<file path="src/rtl/spi_flash_pkg.sv">
// Shared opcodes, FSM states and helpers
// for the SPI flash responder.
package spi_flash_pkg;

  localparam logic [7:0] OP_READ  = 8'h03;
  localparam logic [7:0] OP_FREAD = 8'h0B;
  localparam logic [7:0] OP_RDID  = 8'h9F;
  localparam logic [7:0] OP_RDSR  = 8'h05;
  localparam logic [7:0] OP_WREN  = 8'h06;
  localparam logic [7:0] OP_WRDI  = 8'h04;

  localparam int DUMMY_CYCLES = 8;

  typedef enum logic [2:0] {
    ST_IDLE,
    ST_CMD,
    ST_ADDR,
    ST_DUMMY,
    ST_DATA,
    ST_ID,
    ST_SR,
    ST_IGNORE
  } state_t;

  function automatic logic is_resp(input state_t s);
    return (s == ST_DATA) || (s == ST_ID) || (s == ST_SR);
  endfunction

endpackage

</file>
<file path="src/rtl/spi_pin_sync.sv">
// SPI pin synchronizers with sclk edge
// detection in the system clock domain.
module spi_pin_sync #(
  parameter int SYNC = 2
) (
  input  logic clk,
  input  logic rst_n,
  input  logic sclk,
  input  logic cs_n,
  input  logic si,
  output logic sclk_rise,
  output logic sclk_fall,
  output logic cs_n_s,
  output logic si_s
);

  logic [SYNC-1:0] sclk_q;
  logic [SYNC-1:0] cs_q;
  logic [SYNC-1:0] si_q;
  logic            sclk_d;

  // shift raw pins through the sync chains
  always_ff @(posedge clk or negedge rst_n) begin
    if (!rst_n) begin
      sclk_q <= '0;
      cs_q   <= '1;
      si_q   <= '0;
      sclk_d <= 1'b0;
    end else begin
      sclk_q <= {sclk_q[SYNC-2:0], sclk};
      cs_q   <= {cs_q[SYNC-2:0], cs_n};
      si_q   <= {si_q[SYNC-2:0], si};
      sclk_d <= sclk_q[SYNC-1];
    end
  end

  assign sclk_rise = sclk_q[SYNC-1] & ~sclk_d;
  assign sclk_fall = ~sclk_q[SYNC-1] & sclk_d;
  assign cs_n_s    = cs_q[SYNC-1];
  assign si_s      = si_q[SYNC-1];

endmodule

</file>
<file path="src/rtl/spi_flash_resp.sv">
// Oversampled mode-0 SPI flash responder
// serving reads from an on-chip memory port.
module spi_flash_resp
  import spi_flash_pkg::*;
#(
  parameter int          AWIDTH   = 24,
  parameter logic [23:0] JEDEC_ID = 24'h016017,
  parameter int          SYNC     = 2
) (
  input  logic              clk,
  input  logic              rst_n,
  input  logic              sclk,
  input  logic              cs_n,
  input  logic              si,
  output logic              so,
  output logic              so_oe,
  output logic              mem_req,
  output logic [AWIDTH-1:0] mem_addr,
  input  logic              mem_ack,
  input  logic [7:0]        mem_rdata,
  input  logic              wip,
  output logic              cmd_err,
  output logic              underrun
);

  logic rise;
  logic fall;
  logic cs_hi;
  logic si_s;

  state_t            state;
  logic [2:0]        bitcnt;
  logic [1:0]        bytecnt;
  logic [6:0]        cmd_sh;
  logic              fast;
  logic [AWIDTH-1:0] addr;
  logic              wel;

  logic [7:0]        sh;
  logic [7:0]        pbuf;
  logic              pvalid;
  logic              pend;
  logic [1:0]        drop;
  logic [1:0]        drop_n;

  logic [7:0]        opcode;
  logic [AWIDTH-1:0] addr_nx;
  logic [AWIDTH-1:0] req_addr;
  logic              ack_live;
  logic              ack_drop;
  logic              load;
  logic              last_addr;
  logic              issue;
  logic              starve;
  logic [7:0]        resp_byte;

  spi_pin_sync #(
    .SYNC(SYNC)
  ) u_sync (
    .clk      (clk),
    .rst_n    (rst_n),
    .sclk     (sclk),
    .cs_n     (cs_n),
    .si       (si),
    .sclk_rise(rise),
    .sclk_fall(fall),
    .cs_n_s   (cs_hi),
    .si_s     (si_s)
  );

  assign opcode    = {cmd_sh, si_s};
  assign addr_nx   = {addr[AWIDTH-2:0], si_s};
  assign ack_live  = mem_ack && (drop == 2'd0) && pend;
  assign ack_drop  = mem_ack && (drop != 2'd0);
  assign load      = fall && !cs_hi && is_resp(state)
                     && (bitcnt == 3'd0);
  assign last_addr = rise && (state == ST_ADDR)
                     && (bytecnt == 2'd2) && (bitcnt == 3'd7);
  assign issue     = !cs_hi
                     && (last_addr || (load && state == ST_DATA));
  assign req_addr  = last_addr ? addr_nx : addr + AWIDTH'(1);
  assign starve    = load && (state == ST_DATA)
                     && !ack_live && !pvalid;

  // pick the next byte to present at a byte boundary
  always_comb begin
    resp_byte = 8'hFF;
    case (state)
      ST_DATA: begin
        if (ack_live)    resp_byte = mem_rdata;
        else if (pvalid) resp_byte = pbuf;
      end
      ST_ID: begin
        case (bytecnt)
          2'd0:    resp_byte = JEDEC_ID[23:16];
          2'd1:    resp_byte = JEDEC_ID[15:8];
          default: resp_byte = JEDEC_ID[7:0];
        endcase
      end
      ST_SR:   resp_byte = {6'b0, wel, wip};
      default: resp_byte = 8'hFF;
    endcase
  end

  // acks still owed to requests nobody wants any more
  always_comb begin
    drop_n = drop;
    if (ack_drop) drop_n = drop_n - 2'd1;
    if (pend && !ack_live && (cs_hi || issue)
        && drop_n != 2'd3)
      drop_n = drop_n + 2'd1;
  end

  // command, address and state sequencing
  always_ff @(posedge clk or negedge rst_n) begin
    if (!rst_n) begin
      state   <= ST_IDLE;
      bitcnt  <= 3'd0;
      bytecnt <= 2'd0;
      cmd_sh  <= 7'd0;
      fast    <= 1'b0;
      addr    <= '0;
      wel     <= 1'b0;
      cmd_err <= 1'b0;
    end else begin
      cmd_err <= 1'b0;
      if (cs_hi) begin
        state  <= ST_IDLE;
        bitcnt <= 3'd0;
      end else begin
        case (state)
          ST_IDLE: begin
            state  <= ST_CMD;
            bitcnt <= 3'd0;
          end
          ST_CMD: if (rise) begin
            cmd_sh <= opcode[6:0];
            bitcnt <= bitcnt + 3'd1;
            if (bitcnt == 3'd7) begin
              bytecnt <= 2'd0;
              fast    <= (opcode == OP_FREAD);
              unique case (1'b1)
                opcode == OP_READ,
                opcode == OP_FREAD: state <= ST_ADDR;
                opcode == OP_RDID:  state <= ST_ID;
                opcode == OP_RDSR:  state <= ST_SR;
                opcode == OP_WREN: begin
                  wel   <= 1'b1;
                  state <= ST_IGNORE;
                end
                opcode == OP_WRDI: begin
                  wel   <= 1'b0;
                  state <= ST_IGNORE;
                end
                default: begin
                  cmd_err <= 1'b1;
                  state   <= ST_IGNORE;
                end
              endcase
            end
          end
          ST_ADDR: if (rise) begin
            addr   <= addr_nx;
            bitcnt <= bitcnt + 3'd1;
            if (bitcnt == 3'd7) begin
              if (bytecnt == 2'd2) begin
                bytecnt <= 2'd0;
                state   <= fast ? ST_DUMMY : ST_DATA;
              end else begin
                bytecnt <= bytecnt + 2'd1;
              end
            end
          end
          ST_DUMMY: if (rise) begin
            bitcnt <= bitcnt + 3'd1;
            if (bitcnt == 3'(DUMMY_CYCLES - 1))
              state <= ST_DATA;
          end
          ST_DATA: if (fall) begin
            bitcnt <= bitcnt + 3'd1;
            if (load) addr <= addr + AWIDTH'(1);
          end
          ST_ID: if (fall) begin
            bitcnt <= bitcnt + 3'd1;
            if (load)
              bytecnt <= (bytecnt == 2'd2) ? 2'd0
                                           : bytecnt + 2'd1;
          end
          ST_SR: if (fall) bitcnt <= bitcnt + 3'd1;
          default: state <= state;
        endcase
      end
    end
  end

  // memory requests and the one-byte prefetch buffer
  always_ff @(posedge clk or negedge rst_n) begin
    if (!rst_n) begin
      mem_req  <= 1'b0;
      mem_addr <= '0;
      pend     <= 1'b0;
      pvalid   <= 1'b0;
      pbuf     <= 8'd0;
      drop     <= 2'd0;
    end else begin
      drop    <= drop_n;
      mem_req <= issue;
      if (issue) mem_addr <= req_addr;
      if (issue)                    pend <= 1'b1;
      else if (ack_live || cs_hi)   pend <= 1'b0;
      if (cs_hi || issue) begin
        pvalid <= 1'b0;
      end else if (ack_live) begin
        pvalid <= 1'b1;
        pbuf   <= mem_rdata;
      end
    end
  end

  // output shifter, pad enable and underrun flag
  always_ff @(posedge clk or negedge rst_n) begin
    if (!rst_n) begin
      so       <= 1'b1;
      sh       <= 8'hFF;
      so_oe    <= 1'b0;
      underrun <= 1'b0;
    end else begin
      if (starve) underrun <= 1'b1;
      if (!is_resp(state))      so_oe <= 1'b0;
      else if (fall && !cs_hi)  so_oe <= 1'b1;
      if (cs_hi || !is_resp(state)) begin
        so <= 1'b1;
        sh <= 8'hFF;
      end else if (fall) begin
        if (bitcnt == 3'd0) begin
          so <= resp_byte[7];
          sh <= {resp_byte[6:0], 1'b1};
        end else begin
          so <= sh[7];
          sh <= {sh[6:0], 1'b1};
        end
      end
    end
  end

endmodule
</file>
<file path="config.mk">
export PLATFORM = sky130hd
export DESIGN_NAME = spi_flash_resp
export DESIGN_NICKNAME = d
export VERILOG_FILES = /design/src/rtl/spi_flash_pkg.sv /design/src/rtl/spi_pin_sync.sv /design/src/rtl/spi_flash_resp.sv
export SDC_FILE = /design/constraint.sdc
export NUM_CORES = 1
export LEC_CHECK = 0
export ABC_AREA = 1
export CAP_MARGIN = 20
export CORE_ASPECT_RATIO = 0.8
export CORE_MARGIN = 2
export CORE_UTILIZATION = 63
export CTS_CLUSTER_SIZE = 30
export DETAILED_ROUTE_END_ITERATION = 8
export PLACE_DENSITY = 0.83
export SLEW_MARGIN = 20
export SYNTH_ARGS = -nofsm -noshare
export SYNTH_HDL_FRONTEND = slang
export SYNTH_SLANG_ARGS = --single-unit
</file>
<file path="constraint.sdc">
create_clock -name clk -period 3.5 [get_ports clk]
set_input_delay 1.05 -clock clk [delete_from_list [all_inputs] [get_ports clk]]
set_output_delay 1.05 -clock clk [all_outputs]
set_load 0.02 [all_outputs]
</file>
# Yosys cells after proc, flatten, opt, wreduce, memory -nomap -nowiden
# Cells that the tools add are included.
# W data, S select, Z words.
# word_totals
n_memories	0
ram_bits	0
register_bits	97
word_cells	170
latch_bits	0
rom_bits	0
output_inout_bits	29
# classes
n_div	0
n_mul	0
n_addsub	5
eq_ne	34
shift	0
n_mux	52
reduce_logical	51
order_cmp	0
bitwise_logic	6
# ops
operator	n
$mux W24	4
$pmux W24 S2	1
$mux W8	5
$mux W3	12
$add A24 B1 Y24 const B	1
$eq A8 B3 Y1 const B	3
$pmux W8 S3	1
$mux W2	9
$pmux W3 S3	2
$logic_and A1 B1 Y1	16
$ne A2 B2 Y1 const B	8
$reduce_and A8 Y1	2
$ne A3 B2 Y1 const B	5
$mux W1	14
$pmux W7 S2	1
$eq A3 B3 Y1 const B	4
$ne A3 B1 Y1 const B	4
$pmux W3 S4	1
$reduce_bool A2 Y1	6
$reduce_and A5 Y1	2
$eq A8 B2 Y1 const B	1
$eq A8 B4 Y1 const B	1
$eq A8 B8 Y1 const B	1
$eq A3 B2 Y1 const B	2
other kinds (24)	42

# Depth between registers and ports, before layout
# logic_depth
word_depth	12
ltp_mapped	11
mapped_depth_nobuf	11

# Modules after synthesis
# A second synthesis with hierarchy kept.
# unflattened
hier_cells	794
area_unflattened_um2	5571.6
# by_module_without_submodules
module	seq_area_each_um2	cells_each	n_inst	area_per_inst_um2
spi_flash_resp	2237.1	783	1	5378.9
spi_pin_sync	177.7	11	1	192.7

# Worst setup path before layout
# No wires, ideal clock.
# synth_timing
path_kind	input to register
from	input port mem_ack
to	register drop[1]
slack_ns	1.558
path_buffers	0
stages	8
setup_time_ns	0.117
arrival_ns	1.825
cell_sequence	nand2_1 xor2_1 inv_1 ha_1 inv_1 nand3_1 nand2_1 nand2_1
# synth_via
elab_chain_len	7
# synth_rtl
item	line	source
from (decl)	spi_flash_resp.sv:19	input logic mem_ack,
parallel branches: the longest is 6 deep, another holds $add A2 B1 Y2	-	
$mux W2 *	spi_flash_resp.sv:109	if (pend && !ack_live && (cs_hi || issue)
via drop_n[1]	spi_flash_resp.sv:44	logic [1:0] drop_n;
to (signal assigned)	spi_flash_resp.sv:206	drop <= drop_n;
to (decl)	spi_flash_resp.sv:43	logic [1:0] drop;
# Mark *: on every way through the listed nets, which the timed path passes.
# A chain may end at the register's enable or synchronous reset.

# Final worst setup path
# layout_timing
from	register so
to	output port so
# layout_lines
item	line	source
from (decl)	spi_flash_resp.sv:15	output logic so,
from (signal assigned)	spi_flash_resp.sv:236	so <= resp_byte[7];
from (signal assigned)	spi_flash_resp.sv:239	so <= sh[7];
# No word-level cell between the ends.

==> implementation parameters <==
Parameter                              Value

Critical path
  Crit-path leading delay family    buffers and inverters
  Highest cell delay on the worst timing path    0.59 ns
  Reg2Reg Depth    7
  Cell-by-cell listing of the critical path    clkdlybuf4s50_1
  Slowest stage cell on the critical path    clkdlybuf4s50_1
  Required @ worst endpoint    2.45 ns
  Setup slack, reg-to-reg    1.05 ns
  Biggest fanout along the worst timing path    2
  Worst Path Class, Setup    reg -> out
  Nature of the critical path startpoint    flip-flop
  Critical register-to-register path startpoint    state[1]
  Capture instance of the worst register-to-register path    addr[14]
  Worst Path Arrival    1.51 ns
  Setup crit end kind    primary output
  Worst path buffer plus inverter count    1

Floorplanning
  CORE AREA    8410 µm²
  Starting utilization of the core area    0.645
  Row Count    30
  DIE WIDTH    around 110 µm
  Number of top-level design ports    44
  Total die area    9370 µm²
  Overall die height    87 µm

Power and ir drop
  Standby leakage power    about 0.0030 µW
  Sum of internal, switching and leakage power    just under 4000 µW
  Pwr Density    626 nW/µm²
  Worst VDD drop    0.405 mV

Drt
  Number of nets with antenna violations after detailed routing    0
  Wire length on met2    about 5.7 mm
  Detailed-routing iteration count for the pre-antenna-repair pass    5
  Vias    roughly 5200
  DR DRC count    0
  Avg Vias per Cell    5.55
  Wire length reported by the detailed router    13.2 mm
  Iter 0 DRT Violations    472
  Met3 Routed Length    1.09 mm
  Max Used Layer    met4
  Wire length on met1    6.20 mm
  Routed WL per cell    14.2 µm

Hold path
  Startpoint of the worst hold path    u_sync.sclk_q[0]
  Hold path cells    0
  Path category of the worst min-delay check    reg -> reg
  Hold Path Sink    u_sync.sclk_q[1]

Run
  Max capacitance violation total    0

Timing
  Worst Tran Pin Value    0.808 ns
  Sum of negative setup slack    0 ns
  Setup slack of the critical path after layout    0.944 ns
  RSZ-0062 raised after global routing    false
  Pins over their slew limit    0
  Post-route clock period utilization    0.730
  Setup violators final    0
  Maximum achievable frequency    0.391 GHz
  Tmin final    2.56 ns
  Final-report hold violation count    0
  Setup skew after layout    0.00560 ns
  Worst slew margin    0.460

Clocking
  Level count of the clock H-tree    3
  Max clock buf depth    2
  Clock buffer count from CTS    9
  CTS tree    yes
  Root buffer cell    clkbuf_8
  Quantity of hold-fixing buffers added after cts    0
  Number of setup buffers added after CTS    0
  Clk Latency, worst-skew pair    0.38 ns
  # clock sinks    96
  Post-CTS sizing    0
  Clock transition at path regs    0.09 ns

Layout
  Number of nets in the final layout    between 800 and 900
  Fraction of final layout cells with drive strength greater than 1    0.0649
  Util after Layout    0.732
  Most frequent standard cell in the layout excluding fill and tap cells    nand2_1
  Inserted Diodes    0
  Number of non-filler instances in the completed layout    a little over 900
  Layout overhead on the synthesized area    13.4%
  Most used cells in the layout excluding fill and tap cells    nand2_1, nor2_1, dfrtp_1

GRT
  Wire length of the first global-routing pass    around 22 mm
  All-Layer GR Usage    0.304
  Vias in the first global route    4800
  Maximum number of pins on one net before global-route repair    51
  Total global routing overflow    0
  Number of antenna violations at the first check in global routing    0

Place
  Weighted congestion at the end of routability-driven global placement    0.927
  Placed insts    ~900
  Detailed placer's ending HPWL    9.29 mm
  Number of I/O port buffers    43
  Setup Slack @ Placement    0.937 ns

Synthesis
  Total standard cell area after synthesis    5430 µm²
  Number of warnings issued by yosys    0
  Net count of the mapped netlist    slightly below 800
  Number of unique standard cell types used by synthesis    35
  Area contributors post-synth    dfrtp_1, nand2_1, nor2_1, nand3_1, dfstp_2
  Fraction of the yosys area taken by sequential cells    0.445
  Share of the synthesized area in the top cell type    0.397
  Most area-hungry cell type in the Yosys netlist    dfrtp_1
  #FFs+latches synth    96
  Number of cells produced by synthesis    774
  Syn avg cell area    7.01 µm²

Status
  Outcome    finished clean
## final cells by class
type	count	area, µm²
Inverter	69	262
Timing Repair Buffer	49	485
Multi-Input combinational cell	587	2620
Clock buffer	11	141
Clock inverter	5	86.3
Tap cell	112	140
Fill cell	678	2250
Sequential cell	96	2410
## state kept, by name, indices dropped and copies added, names as in the netlist, 2 cells and up
register       flops
mem_addr          24
addr              24
u_sync.cs_q        2
pbuf               8
u_sync.si_q        2
sh                 7
cmd_sh             7
drop               2
u_sync.sclk_q      2
bitcnt             3
state              3
bytecnt            2
## power by group
group	internal, µW	switching [µW]	leakage (µW)
Sequential	1320	235	0.00125
Combinational	496	961	0.00166
Clock	429	405	0.000115
## cell usage after synthesis (all sizes together)
cell type	number
and2	1
a21oi	29
o21bai	1
ha	6
nand3	72
clkinv	1
a31oi	2
nor2	93
clkbuf	6
xor2	7
dfstp	10
nand4	9
inv	68
o21ai	62
nand3b	5
o211ai	2
buf	16
a22oi	1
dfrtp	86
nor3	4
o2111ai	1
nand2	291
or2	1
## worst max path at each step
stage | from | to | slack, ns | depth (start not counted)
3_5_place_dp | mem_ack | drop[0] | 0.94 | 9
4_1_cts | so | so | 0.92 | 1
2_1_floorplan | mem_ack | drop[1] | 1.56 | 8
6_report | so | so | 0.94 | 1
3_3_place_gp | mem_ack | pbuf[7] | 0.96 | 8
5_1_grt | state[1] | mem_addr[15] | 0.75 | 9
## metrics by stage
| stage | instance area, µm² | hold slack, ns |
|---|---|---|
| 2_1_floorplan | 5430 | 0.331 |
| 3_3_place_gp | 5930 | 0.333 |
| 3_5_place_dp | 5930 | 0.336 |
| 4_1_cts | 6150 | 0.357 |
| 5_1_grt | 6150 | 0.368 |
| 6_report | 6150 | 0.357 |
## logic make-up after synthesis
logic type                 share of synthesized area
and+or+nand+nor                                0.364
AOI/OAI and AO/OA                             0.0941
DFF                                            0.445
buffers and inverters                         0.0713
xor gates and xnor gates                      0.0113
adders and majority gates                     0.0138
## per-layer routing
metal,up-vias,global-route usage
li1,2549,-
met1,2378,0.440
met2,208,0.463
met3,24,0.0606
met4,0,0.0967
met5,-,0
Power figures use the tool's default switching activity.
==> RTL change: new RTL, same settings <==
Put one more register stage on the output `underrun`, without a reset. The value now appears one clock later. The other outputs are not delayed to match.
--- a/src/rtl/spi_flash_resp.sv
+++ b/src/rtl/spi_flash_resp.sv
@@ -24,4 +24,6 @@
 );
 
+  logic underrun_s0;
+
   logic rise;
   logic fall;
@@ -224,7 +226,7 @@
       sh       <= 8'hFF;
       so_oe    <= 1'b0;
-      underrun <= 1'b0;
+      underrun_s0 <= 1'b0;
     end else begin
-      if (starve) underrun <= 1'b1;
+      if (starve) underrun_s0 <= 1'b1;
       if (!is_resp(state))      so_oe <= 1'b0;
       else if (fall && !cs_hi)  so_oe <= 1'b1;
@@ -244,3 +246,7 @@
   end
 
+  always_ff @(posedge clk) begin
+    underrun <= underrun_s0;
+  end
+
 endmodule
Formal check against the unedited RTL: no difference found for any inputs over 10 cycles, from zero or initial values and one cycle with rst_n low; that may be too few to reach the edited logic, so the function may still have changed.
==> RTL change against the original RTL <==
Wire length grew 6.0%; critical path type is now flip-flop to flip-flop; final area shrank 0.35%; sequential cell count grew 1; power shrank 1.0%; clock skew grew 0.0078 ns; area after synthesis grew 0.37%; synthesized cell count grew 0.13%; worst setup slack lost 0.0066 ns; count of clock-buffer cells in the layout shrank 2; highest routed layer unchanged.
==> RTL change: results (changes against the original RTL) <==
routed len/inst: 15.0 microns (+5.9%)
# Post-CTS Setup Buffers: 0 (unchanged)
Fillers: 681 (+0.44%)
IO buf count: 43 (unchanged)
Compound-Gate Fraction of Synth Area: 9.38% (-0.035 points)
clk_lat worst skew: 0.39 ns
Critical-path top delay cell: nand3_2
Max FO, Critical Path: 21 (+19)
via count: 5,292 (+2.6%)
routed wl met2: 6260 microns (+10%)
first-pass GRT wire length: 23,400 microns (+4.5%)
skew final: 0.0134 ns (+0.00781 ns)
GR Util met1: 44.7% (+0.76 points)
placed cells: 915 (+0.22%)
DP Wirelength: 9780 microns (+5.2%)
GRT Resource Usage Total: 32.1% (+1.8 points)
CP arrival: 2.89 ns (+1.38 ns)
routed length on met3: 1040 microns (-4.6%)
# H-tree levels: 3 (unchanged)
Max-slew headroom: 56.4% (+10 points)
DRT iter0 DRCs: 478 (+1.3%)
asr flop ratio synth: 99.0% (-1.0 points)
Yosys Warn Count: 0 (unchanged)
max incr delay on CP: 0.43 ns (-0.16 ns)
Leakage: 3.01 nW (-0.47%)
mux contribution to synthesized area: 0% (unchanged)
M1 WL: 6490 microns (+4.6%)
number of global-route vias before repair: 5,032 (+4.8%)
Avg Inst Size Synth: 7.03 sq um (+0.24%)
post-cts sizing count: 0 (unchanged)
CTS buffer count: 9 (unchanged)
Synth Area in XOR/XNOR: 1.13% (-0.0042 points)
reg2reg setup slack: 0.94 ns (-0.11 ns)
Largest regs: addr x24, mem_addr x24, pbuf x8
met3 global-route usage: 7.33% (+1.3 points)
Via density: 5.69 (+2.5%)
top post-synthesis cells by area: dfrtp_1 (40%), nand2_1 (20%), nor2_1 (6.3%)
Unique masters post-synth: 36 (+2.9%)
post-synth net total: 796 (+0.13%)
RD Place Congestion: 0.927 (about the same)
GRT met2 Usage: 49.6% (+3.4 points)
fraction of final layout cells sized beyond drive strength 1: 6.60% (+0.11 points)
largest net degree at the start of global routing: 50 (-2.0%)
Synth Area in Adders: 1.38% (-0.0051 points)
highest metal used: met4
sequential area share after synthesis: 44.7% (+0.20 points)
status: finished, final reports clean
maximum vdd ir drop: 0.552 mV (+36%)
CTS Buffer Depth: 2 (unchanged)
Final Net Count: 835 (+0.24%)
## RTL change: report_power, final
group	internal [W]	switching [W]	total, W
registers	0.00134	0.000240	0.00158
clock network	0.000329	0.000418	0.000747
logic	0.000500	0.000984	0.00148
total	0.00217	0.00164	0.00381
## RTL change: final timing paths
check	depth (start not counted)	end	start
worst max-delay path	10	mem_addr[17]$_DFFE_PN0P_	bitcnt[0]$_DFFE_PN0P_
worst max register to register	10	mem_addr[17]$_DFFE_PN0P_	bitcnt[0]$_DFFE_PN0P_
min in group asynchronous	1	u_sync.sclk_q[1]$_DFF_PN0_	rst_n
worst min register to register	0	u_sync.sclk_q[1]$_DFF_PN0_	u_sync.sclk_q[0]$_DFF_PN0_
max in group asynchronous	2	pbuf[7]$_DFFE_PN0P_	rst_n
worst min-delay path	0	u_sync.sclk_q[1]$_DFF_PN0_	u_sync.sclk_q[0]$_DFF_PN0_
## RTL change: cell type report
cell class              count  area [sq um]  area share (%)
clock buffers               9           124            2.02
well taps                 112           140            2.29
clock inverters             6          67.6            1.10
inverters                  69           262            4.26
flip-flops and latches     97          2430            39.7
repair buffers             50           480            7.84
multi-input cells         587          2620            42.8
## RTL change: metrics by stage
step / power, W / hold slack, ns / setup WS, ns / cell area, sq um
final: 0.00381 / 0.356 / 0.938 / 6130
after global routing: 0.00409 / 0.358 / 0.750 / 6130
after CTS: 0.00379 / 0.357 / 0.927 / 6130
after detailed placement: 0.00305 / 0.336 / 0.613 / 5940
after global placement: 0.00295 / 0.338 / 0.622 / 5940
after floorplan: 0.00266 / 0.331 / 1.56 / 5450
## RTL change: critical path, delay by kind of cell, from the launching register on
family                     cells  cell delay [ns]
adders and majority gates      2             0.33
buffers and inverters          2             0.45
DFF                            1             0.36
and+or+nand+nor                6             1.36
